$ cat config.mk
export PLATFORM = sky130hd
export DESIGN_NAME = lsu_align
export DESIGN_NICKNAME = d
export VERILOG_FILES = /design/src/rtl/lsu_align.sv
export SDC_FILE = /design/constraint.sdc
export NUM_CORES = 1
export LEC_CHECK = 0
export ABC_AREA = 1
export CORE_ASPECT_RATIO = 1.75
export CORE_UTILIZATION = 46
export CTS_CLUSTER_DIAMETER = 50
export DETAILED_ROUTE_END_ITERATION = 6
export PLACE_DENSITY = 0.82
export SLEW_MARGIN = 5
export SYNTH_ARGS = -nofsm -noshare
export SYNTH_HDL_FRONTEND = slang
export SYNTH_SLANG_ARGS = --single-unit
$ cat constraint.sdc
create_clock -name clk -period 4.4 [get_ports clk]
set_input_delay 0.66 -clock clk [delete_from_list [all_inputs] [get_ports clk]]
set_output_delay 0.66 -clock clk [all_outputs]
set_load 0.005 [all_outputs]
$ cat src/rtl/lsu_align.sv
// -----------------------------------------------------------------------------
// lsu_align -- load/store alignment unit between the MEM stage and the
// word-organised data memory bus.
//
// Store path: moves right-justified sub-word store data into its byte lane(s)
// and generates byte enables. Load path: selects the addressed lane from the
// returned bus word and zero- or sign-extends it to 32 bits. One bus
// transaction is sequenced per request with a wait-state timeout.
//
// Parameters:
//   TIMEOUT     max cycles in BUS without bus_ack before a bus error (>= 1)
//
// Ports:
//   clk         system clock, rising edge
//   reset       asynchronous, active-high reset
//   req_valid   request present (held by requester until accepted)
//   req_ready   unit can accept a request
//   req_we      1 = store, 0 = load
//   req_op      000 word, 001 half s, 010 half u, 011 byte s, 100 byte u
//   req_addr    byte address
//   req_wdata   store data, right-justified
//   bus_req     bus transaction active
//   bus_we      bus write strobe
//   bus_addr    word address {req_addr[31:2], 2'b00}
//   bus_be      byte enables
//   bus_wdata   lane-aligned store data
//   bus_ack     transaction complete
//   bus_rdata   read word, valid with bus_ack
//   resp_valid  response present
//   resp_ready  consumer accepts response
//   resp_rdata  extended load data (0 for stores and errors)
//   resp_err    00 ok, 01 misaligned, 10 bus timeout, 11 illegal op
// -----------------------------------------------------------------------------
module lsu_align #(
  parameter int TIMEOUT = 16
) (
  input  logic        clk,
  input  logic        reset,
  input  logic        req_valid,
  output logic        req_ready,
  input  logic        req_we,
  input  logic [2:0]  req_op,
  input  logic [31:0] req_addr,
  input  logic [31:0] req_wdata,
  output logic        bus_req,
  output logic        bus_we,
  output logic [31:0] bus_addr,
  output logic [3:0]  bus_be,
  output logic [31:0] bus_wdata,
  input  logic        bus_ack,
  input  logic [31:0] bus_rdata,
  output logic        resp_valid,
  input  logic        resp_ready,
  output logic [31:0] resp_rdata,
  output logic [1:0]  resp_err
);

  localparam int CNT_W = $clog2(TIMEOUT + 1);
  // Counter value on the last permitted wait cycle; one more ack-less cycle
  // makes it reach TIMEOUT.
  localparam logic [CNT_W-1:0] CNT_LAST = CNT_W'(TIMEOUT - 1);

  localparam logic [2:0] OP_WORD = 3'b000;
  localparam logic [2:0] OP_HS   = 3'b001;
  localparam logic [2:0] OP_HU   = 3'b010;
  localparam logic [2:0] OP_BS   = 3'b011;
  localparam logic [2:0] OP_BU   = 3'b100;

  localparam logic [1:0] ERR_OK    = 2'b00;
  localparam logic [1:0] ERR_ALIGN = 2'b01;
  localparam logic [1:0] ERR_TMO   = 2'b10;
  localparam logic [1:0] ERR_OP    = 2'b11;

  typedef enum logic [1:0] {
    ST_IDLE = 2'b00,
    ST_BUS  = 2'b01,
    ST_RESP = 2'b10
  } state_t;

  // ---------------------------------------------------------------------------
  // Data-path helpers
  // ---------------------------------------------------------------------------

  function automatic logic f_op_illegal(input logic [2:0] op);
    logic r;
    case (op)
      OP_WORD, OP_HS, OP_HU, OP_BS, OP_BU: r = 1'b0;
      default:                             r = 1'b1;
    endcase
    return r;
  endfunction

  function automatic logic f_misaligned(input logic [2:0] op, input logic [1:0] off);
    logic r;
    case (op)
      OP_WORD:      r = (off != 2'b00);
      OP_HS, OP_HU: r = off[0];
      default:      r = 1'b0;
    endcase
    return r;
  endfunction

  function automatic logic [3:0] f_byte_enable(input logic [2:0] op, input logic [1:0] off);
    logic [3:0] r;
    case (op)
      OP_WORD:      r = 4'b1111;
      OP_HS, OP_HU: r = off[1] ? 4'b1100 : 4'b0011;
      OP_BS, OP_BU: r = 4'b0001 << off;
      default:      r = 4'b0000;
    endcase
    return r;
  endfunction

  // Replicating the sub-word across the word puts it in every lane, so the
  // byte enables alone select where it lands.
  function automatic logic [31:0] f_store_lanes(input logic [2:0] op, input logic [31:0] wdata);
    logic [31:0] r;
    case (op)
      OP_WORD:      r = wdata;
      OP_HS, OP_HU: r = {wdata[15:0], wdata[15:0]};
      OP_BS, OP_BU: r = {4{wdata[7:0]}};
      default:      r = 32'h0000_0000;
    endcase
    return r;
  endfunction

  function automatic logic [31:0] f_load_extend(input logic [2:0] op, input logic [1:0] off,
                                                input logic [31:0] rdata);
    logic [15:0] lane_h;
    logic [7:0]  lane_b;
    logic [31:0] r;
    lane_h = off[1] ? rdata[31:16] : rdata[15:0];
    case (off)
      2'b00:   lane_b = rdata[7:0];
      2'b01:   lane_b = rdata[15:8];
      2'b10:   lane_b = rdata[23:16];
      2'b11:   lane_b = rdata[31:24];
      default: lane_b = 8'h00;
    endcase
    case (op)
      OP_WORD: r = rdata;
      OP_HS:   r = {{16{lane_h[15]}}, lane_h};
      OP_HU:   r = {16'h0000, lane_h};
      OP_BS:   r = {{24{lane_b[7]}}, lane_b};
      OP_BU:   r = {24'h00_0000, lane_b};
      default: r = 32'h0000_0000;
    endcase
    return r;
  endfunction

  // ---------------------------------------------------------------------------
  // State and registered outputs
  // ---------------------------------------------------------------------------

  state_t           state_r, state_s;
  logic [CNT_W-1:0] cnt_r, cnt_s;
  logic             lat_we_r, lat_we_s;
  logic [2:0]       lat_op_r, lat_op_s;
  logic [1:0]       lat_off_r, lat_off_s;

  logic             req_ready_r, req_ready_s;
  logic             bus_req_r, bus_req_s;
  logic             bus_we_r, bus_we_s;
  logic [31:0]      bus_addr_r, bus_addr_s;
  logic [3:0]       bus_be_r, bus_be_s;
  logic [31:0]      bus_wdata_r, bus_wdata_s;
  logic             resp_valid_r, resp_valid_s;
  logic [31:0]      resp_rdata_r, resp_rdata_s;
  logic [1:0]       resp_err_r, resp_err_s;

  // Next-state and next-output logic; every register holds unless changed.
  always_comb begin
    state_s      = state_r;
    cnt_s        = cnt_r;
    lat_we_s     = lat_we_r;
    lat_op_s     = lat_op_r;
    lat_off_s    = lat_off_r;
    req_ready_s  = req_ready_r;
    bus_req_s    = bus_req_r;
    bus_we_s     = bus_we_r;
    bus_addr_s   = bus_addr_r;
    bus_be_s     = bus_be_r;
    bus_wdata_s  = bus_wdata_r;
    resp_valid_s = resp_valid_r;
    resp_rdata_s = resp_rdata_r;
    resp_err_s   = resp_err_r;

    case (state_r)
      ST_IDLE: begin
        req_ready_s = 1'b1;
        if (req_valid) begin
          lat_we_s    = req_we;
          lat_op_s    = req_op;
          lat_off_s   = req_addr[1:0];
          req_ready_s = 1'b0;
          cnt_s       = '0;
          if (f_op_illegal(req_op)) begin
            state_s      = ST_RESP;
            resp_valid_s = 1'b1;
            resp_rdata_s = 32'h0000_0000;
            resp_err_s   = ERR_OP;
          end else if (f_misaligned(req_op, req_addr[1:0])) begin
            state_s      = ST_RESP;
            resp_valid_s = 1'b1;
            resp_rdata_s = 32'h0000_0000;
            resp_err_s   = ERR_ALIGN;
          end else begin
            state_s     = ST_BUS;
            bus_req_s   = 1'b1;
            bus_we_s    = req_we;
            bus_addr_s  = {req_addr[31:2], 2'b00};
            bus_be_s    = f_byte_enable(req_op, req_addr[1:0]);
            bus_wdata_s = f_store_lanes(req_op, req_wdata);
          end
        end else begin
          state_s = ST_IDLE;
        end
      end

      ST_BUS: begin
        // An ack in the final permitted cycle is checked first, so it wins
        // over the timeout.
        if (bus_ack) begin
          state_s      = ST_RESP;
          cnt_s        = '0;
          bus_req_s    = 1'b0;
          bus_we_s     = 1'b0;
          resp_valid_s = 1'b1;
          resp_err_s   = ERR_OK;
          if (lat_we_r) begin
            resp_rdata_s = 32'h0000_0000;
          end else begin
            resp_rdata_s = f_load_extend(lat_op_r, lat_off_r, bus_rdata);
          end
        end else if (cnt_r == CNT_LAST) begin
          state_s      = ST_RESP;
          cnt_s        = '0;
          bus_req_s    = 1'b0;
          bus_we_s     = 1'b0;
          resp_valid_s = 1'b1;
          resp_rdata_s = 32'h0000_0000;
          resp_err_s   = ERR_TMO;
        end else begin
          cnt_s = cnt_r + CNT_W'(1);
        end
      end

      ST_RESP: begin
        if (resp_ready) begin
          state_s      = ST_IDLE;
          resp_valid_s = 1'b0;
          req_ready_s  = 1'b1;
        end else begin
          state_s = ST_RESP;
        end
      end

      default: begin
        // Unreachable encoding: return to a quiet, ready state.
        state_s      = ST_IDLE;
        cnt_s        = '0;
        req_ready_s  = 1'b1;
        bus_req_s    = 1'b0;
        bus_we_s     = 1'b0;
        resp_valid_s = 1'b0;
      end
    endcase
  end

  // State register and registered outputs; reset aborts any transaction.
  always_ff @(posedge clk or posedge reset) begin
    if (reset) begin
      state_r      <= ST_IDLE;
      cnt_r        <= '0;
      lat_we_r     <= 1'b0;
      lat_op_r     <= 3'b000;
      lat_off_r    <= 2'b00;
      req_ready_r  <= 1'b1;
      bus_req_r    <= 1'b0;
      bus_we_r     <= 1'b0;
      bus_addr_r   <= 32'h0000_0000;
      bus_be_r     <= 4'b0000;
      bus_wdata_r  <= 32'h0000_0000;
      resp_valid_r <= 1'b0;
      resp_rdata_r <= 32'h0000_0000;
      resp_err_r   <= 2'b00;
    end else begin
      state_r      <= state_s;
      cnt_r        <= cnt_s;
      lat_we_r     <= lat_we_s;
      lat_op_r     <= lat_op_s;
      lat_off_r    <= lat_off_s;
      req_ready_r  <= req_ready_s;
      bus_req_r    <= bus_req_s;
      bus_we_r     <= bus_we_s;
      bus_addr_r   <= bus_addr_s;
      bus_be_r     <= bus_be_s;
      bus_wdata_r  <= bus_wdata_s;
      resp_valid_r <= resp_valid_s;
      resp_rdata_r <= resp_rdata_s;
      resp_err_r   <= resp_err_s;
    end
  end

  assign req_ready  = req_ready_r;
  assign bus_req    = bus_req_r;
  assign bus_we     = bus_we_r;
  assign bus_addr   = bus_addr_r;
  assign bus_be     = bus_be_r;
  assign bus_wdata  = bus_wdata_r;
  assign resp_valid = resp_valid_r;
  assign resp_rdata = resp_rdata_r;
  assign resp_err   = resp_err_r;

endmodule

# == After elaboration in Yosys (flattened, before gate mapping) ==
# Cells that the tools add are included.
# op_classes
addsub,1
n_eq_ne,20
shifts,1
mux,56
bitwise,4
n_reduce_logical,16
# op_table
cell,count
$mux 32,6
$pmux 32 s5,1
$pmux 32 s3,1
$pmux 32 s2,1
$pmux 8 s4,1
$mux 1,22
$mux 2,10
$mux 16,1
$mux 5,3
$pmux 5 s3,1
$eq 3x2->1 const B,4
$pmux 1 s3,4
$pmux 4 s3,1
$reduce_and 4->1,3
$ne 2x2->1 const B,4
$eq 2x2->1 const B,3
$eq 3x1->1 const B,2
$eq 3x3->1 const B,2
$logic_not 3->1,2
$ne 3x3->1 const B,2
$pmux 2 s3,1
$reduce_and 2->1,3
$add 5x1->5 const B,1
$eq 5x4->1 const B,1
other kinds (11),18
# word_totals
regBits,117
in_bits,105
output_inout_bits,106
elab_cells,112

# == Longest topological paths before layout ==
# depth
ltp_word,12
depth_mapped,10
mapped_depth_nobuf,9

# == Worst setup path before layout ==
# OpenSTA, ideal clock, no wires.
# synth_timing
path_type,in2reg
startpoint,input req_op[0]
endpoint,register bus_be_r[0] (netlist: bus_be[0])
setup_time_ns,0.117
t_arrival_ns,1.585
required_ns,4.283
slack_ns,2.698
path_stages,10
path_buffers,2
path_cell_list,inv_1 nand2_1 nand2_2 nand3_1 inv_2 nand2_2 buf_4 buf_4 nand2_1 nand2_1
# synth_via
elab_chain_cells,8
word_cells_on_any_way,19
classes_between,4 x eq/ne; 8 x mux; 2 x bitwise; 5 x reduce/logical
# synth_rtl
element,line,source
from (decl),42,"input logic [2:0] req_op,"
$eq 3x1->1 / $eq 3x2->1 (equally long branches),"86, 95, 105",
$reduce_or 2->1,"95, 105",
$pmux 1 s2,95,case (op)
$mux 1,197,if (f_op_illegal(req_op)) begin
$mux 1,191,if (req_valid) begin
$mux 1,188,case (state_r)
$not 1->1 (no source line),--,
$reduce_and 4->1 (no source line),--,
to (signal assigned),297,bus_be_r <= bus_be_s;
to (decl),165,"logic [3:0] bus_be_r, bus_be_s;"
# Several ways; a longest one is shown, not always the timed one. The select of a mux whose other input is x is not followed.
# A chain may end at the register's enable or synchronous reset.

# == Worst setup path after layout ==
# layout_timing
startpoint,input req_op[0]
endpoint,register bus_addr_r[6] (netlist: bus_addr[6])
# layout_via
elab_chain_cells,8
word_cells_on_any_way,17
classes_between,4 x eq/ne; 7 x mux; 2 x bitwise; 4 x reduce/logical
# layout_rtl
element,line,source
$eq 3x1->1 / $eq 3x2->1 (equally long branches),"86, 95",
$reduce_or 2->1,95,
$pmux 1 s2,95,
$mux 1,197,
$mux 1,191,
$mux 1,188,
$not 1->1 (no source line),--,
$reduce_and 4->1 (no source line) *,--,
to (signal assigned),296,bus_addr_r <= bus_addr_s;
to (decl),164,"logic [31:0] bus_addr_r, bus_addr_s;"
# Every way passes the cells marked *; elsewhere a longest branch is shown, timed or not. The select of a mux whose other input is x is not followed.

==> metrics.txt <==
vias in the first global route 6194; Hold Crit Class flip-flop to flip-flop; Clock Power Share 25.6%; Worst setup EP type flip-flop; Final Cycle Share 53.33%; slowest cell delay on critical path 540 ps; peak supply drop 0.0004181 V; Slowest-stage cell, CP clkdlybuf4s50_1; Cells after DPL 1176; cell row count 54; commonest non-fill, non-tap cell in the layout nand2_1; Clock transition at path regs 50 ps; post-place setup slack 1632 ps; nets 1133; Setup TNS 0 ps; WL/cell 15.15 µm; Crit Path Max Fanout 51; largest net degree at the start of global routing 82; Skew-Pair Late Insertion Delay 410 ps; PwrDens 621.2 mW/mm²; Power Internal 3.496 mW; leak pwr 4.444 nW; total power 5.415 mW; Worst Setup Start Kind input port; layout cells sized above 1 4.904%; CTS sink count 117; crit path time final 2347 ps; post-route core utilization 69.35%; Root Buffer clkbuf_16; Num CTS Buffers 17; post-CTS setup buffer count 0; Finished Layout Cells 1208; Comb power frac 41.5%; critical path arrival 2690 ps; initial antenna violation count 0; Initial Util 47.57%; most frequent cells in the layout nand2_1 (387), clkdlybuf4s50_1 (208), nand3_1 (142); Worst EP required 4740 ps; Reg power frac 32.8%; Max Slew Vio Count 0; antenna cells 0; final hold violation count 0; Worst-Margin Slew 942.8 ps; critical-path cell list clkdlybuf4s50_1 -> inv_1 -> nand2_1 -> nand2_2 -> nand3_1 -> inv_2 -> nand2_2 -> buf_4 -> nand2_1 -> nand2_1; # IOs 211; global-route wire length before repair 29060 µm; initial DRC count 332; Max clock buf depth 2; setup violators final 0; sw frac 35.43%; Achievable Freq 426.1 MHz; post-DP HPWL 13110 µm; clock skew 8.589 ps; CP most frequent cell nand2_1; max_cap viols 0; Synth Register Bits 117; H-tree depth 4; GP Congestion 0.9235; CTS resizes 0; status finished, final reports clean; Final WS setup 2053 ps; library cells used by synthesis 26; Mapped Area 0.005978 mm²; Die Width 88.18 µm; I/O Buffers 208; Die Height 152.8 µm; Area Overhead vs Synth 45.79%; DRC 0; Seq/Total Area, Yosys 49.00%; synth warn 0; Pre-antenna DRT Iters 5; syn_area_per_cell 7.160 µm²; # hold bufs at CTS 0; GRT overflow 0; final WL 18310 µm; Via-to-Cell Ratio 5.161; RSZ-0062 raised after global routing false; Core ar. 0.01257 mm²; DR vias 6235; WS Path Type input port to flip-flop; Post-DRT Antenna Nets 0; P_sw 1.918 mW; CTS tree done; Total Routing Usage GR 28.08%; DIE AREA 0.01347 mm²; Syn Inst Count 835; relative slew slack 37.14%
synthesized netlist by cell type, drive strengths merged:
cell type    n  area share, %
nand2      391             25
xor2         1           0.15
a21oi       12            1.0
conb         1          0.063
a21boi       1           0.13
inv         42            2.6
ha           1           0.21
clkbuf      15           0.94
nor3         1           0.17
dfstp        1           0.44
nand3      143             12
o21bai       1           0.13
clkinv       2           0.13
nand4        6           0.63
dfrtp      116             49
buf         27            2.6
or2          5           0.52
o21ai       21            1.8
nor2        48            3.2
sequential cells by signal (all words and copies together) (netlist names), 3 cells and up:
signal and flops:
bus_be 4, resp_rdata 32, cnt_r 5, bus_addr 30
lat_op_r 3, bus_wdata 32
cells by family (layout without fill, tap and decap cells):
logic type / after synthesis / count (layout) / synth area share (%)
DFF: 117 / 117 / 49.00
AOI/OAI and AO/OA: 35 / 35 / 3.014
xor gates and xnor gates: 1 / 1 / 0.1465
other: 1 / 2 / 0.06273
adders and majority gates: 1 / 1 / 0.2093
and+or+nand+nor: 594 / 594 / 41.27
buffers and inverters: 86 / 290 / 6.300
per-stage QoR:
stage | instance area [µm²] | hold slack, ps
2_1_floorplan | 5982 | 463.9
3_3_place_gp | 8129 | 452.9
3_5_place_dp | 8129 | 458.1
4_1_cts | 8716 | 471.5
5_1_grt | 8716 | 491.7
6_report | 8716 | 467.9
worst max-delay path, delay by kind of cell:
| family | cells | cell delay [ps] |
|---|---|---|
| buf+inv | 4 | 1160 |
| simple gates | 6 | 840 |
final timing paths:
kind / start / end / slack (ps) / depth (start not counted)
max in group asynchronous: reset / req_ready / 2760 / 3
hold / removal: bus_wdata[3] / bus_wdata[3] / 470 / 2
hold reg to reg: bus_wdata[3] / bus_wdata[3] / 470 / 2
setup / recovery: req_op[0] / bus_addr[6] / 2050 / 10
setup reg to reg: lat_off_r[1] / resp_rdata[25] / 2070 / 8
min in group asynchronous: reset / resp_rdata[28] / 820 / 2
layout make-up:
| type | instances | area (µm²) |
|---|---|---|
| Multi-Input combinational cell | 633 | 2683 |
| Tap cell | 168 | 210.2 |
| Sequential cell | 117 | 2929 |
| Inverter | 44 | 167.7 |
| Clock buffer | 23 | 457.9 |
| Timing Repair Buffer | 214 | 2140 |
| Fill cell | 1100 | 3851 |
| Clock inverter | 9 | 128.9 |
power by group through the flow:
stage / registers [mW] / logic (mW) / clock network, mW
after CTS: 1.78 / 2.27 / 1.40
after global placement: 1.78 / 2.20 / 0
after floorplan: 1.75 / 1.11 / 0
final: 1.78 / 2.25 / 1.39
after detailed placement: 1.78 / 2.25 / 0
after global routing: 1.83 / 2.49 / 1.45
layer usage:
metal	track usage [%]	up-vias	routed length [µm]
met3	7.613	73	1447
met4	18.74	0	1053
met2	47.84	298	9500
met1	29.24	2841	6304
li1	-	3023	-
met5	0	-	0
Note: power is estimated with default switching activity, not from simulation.
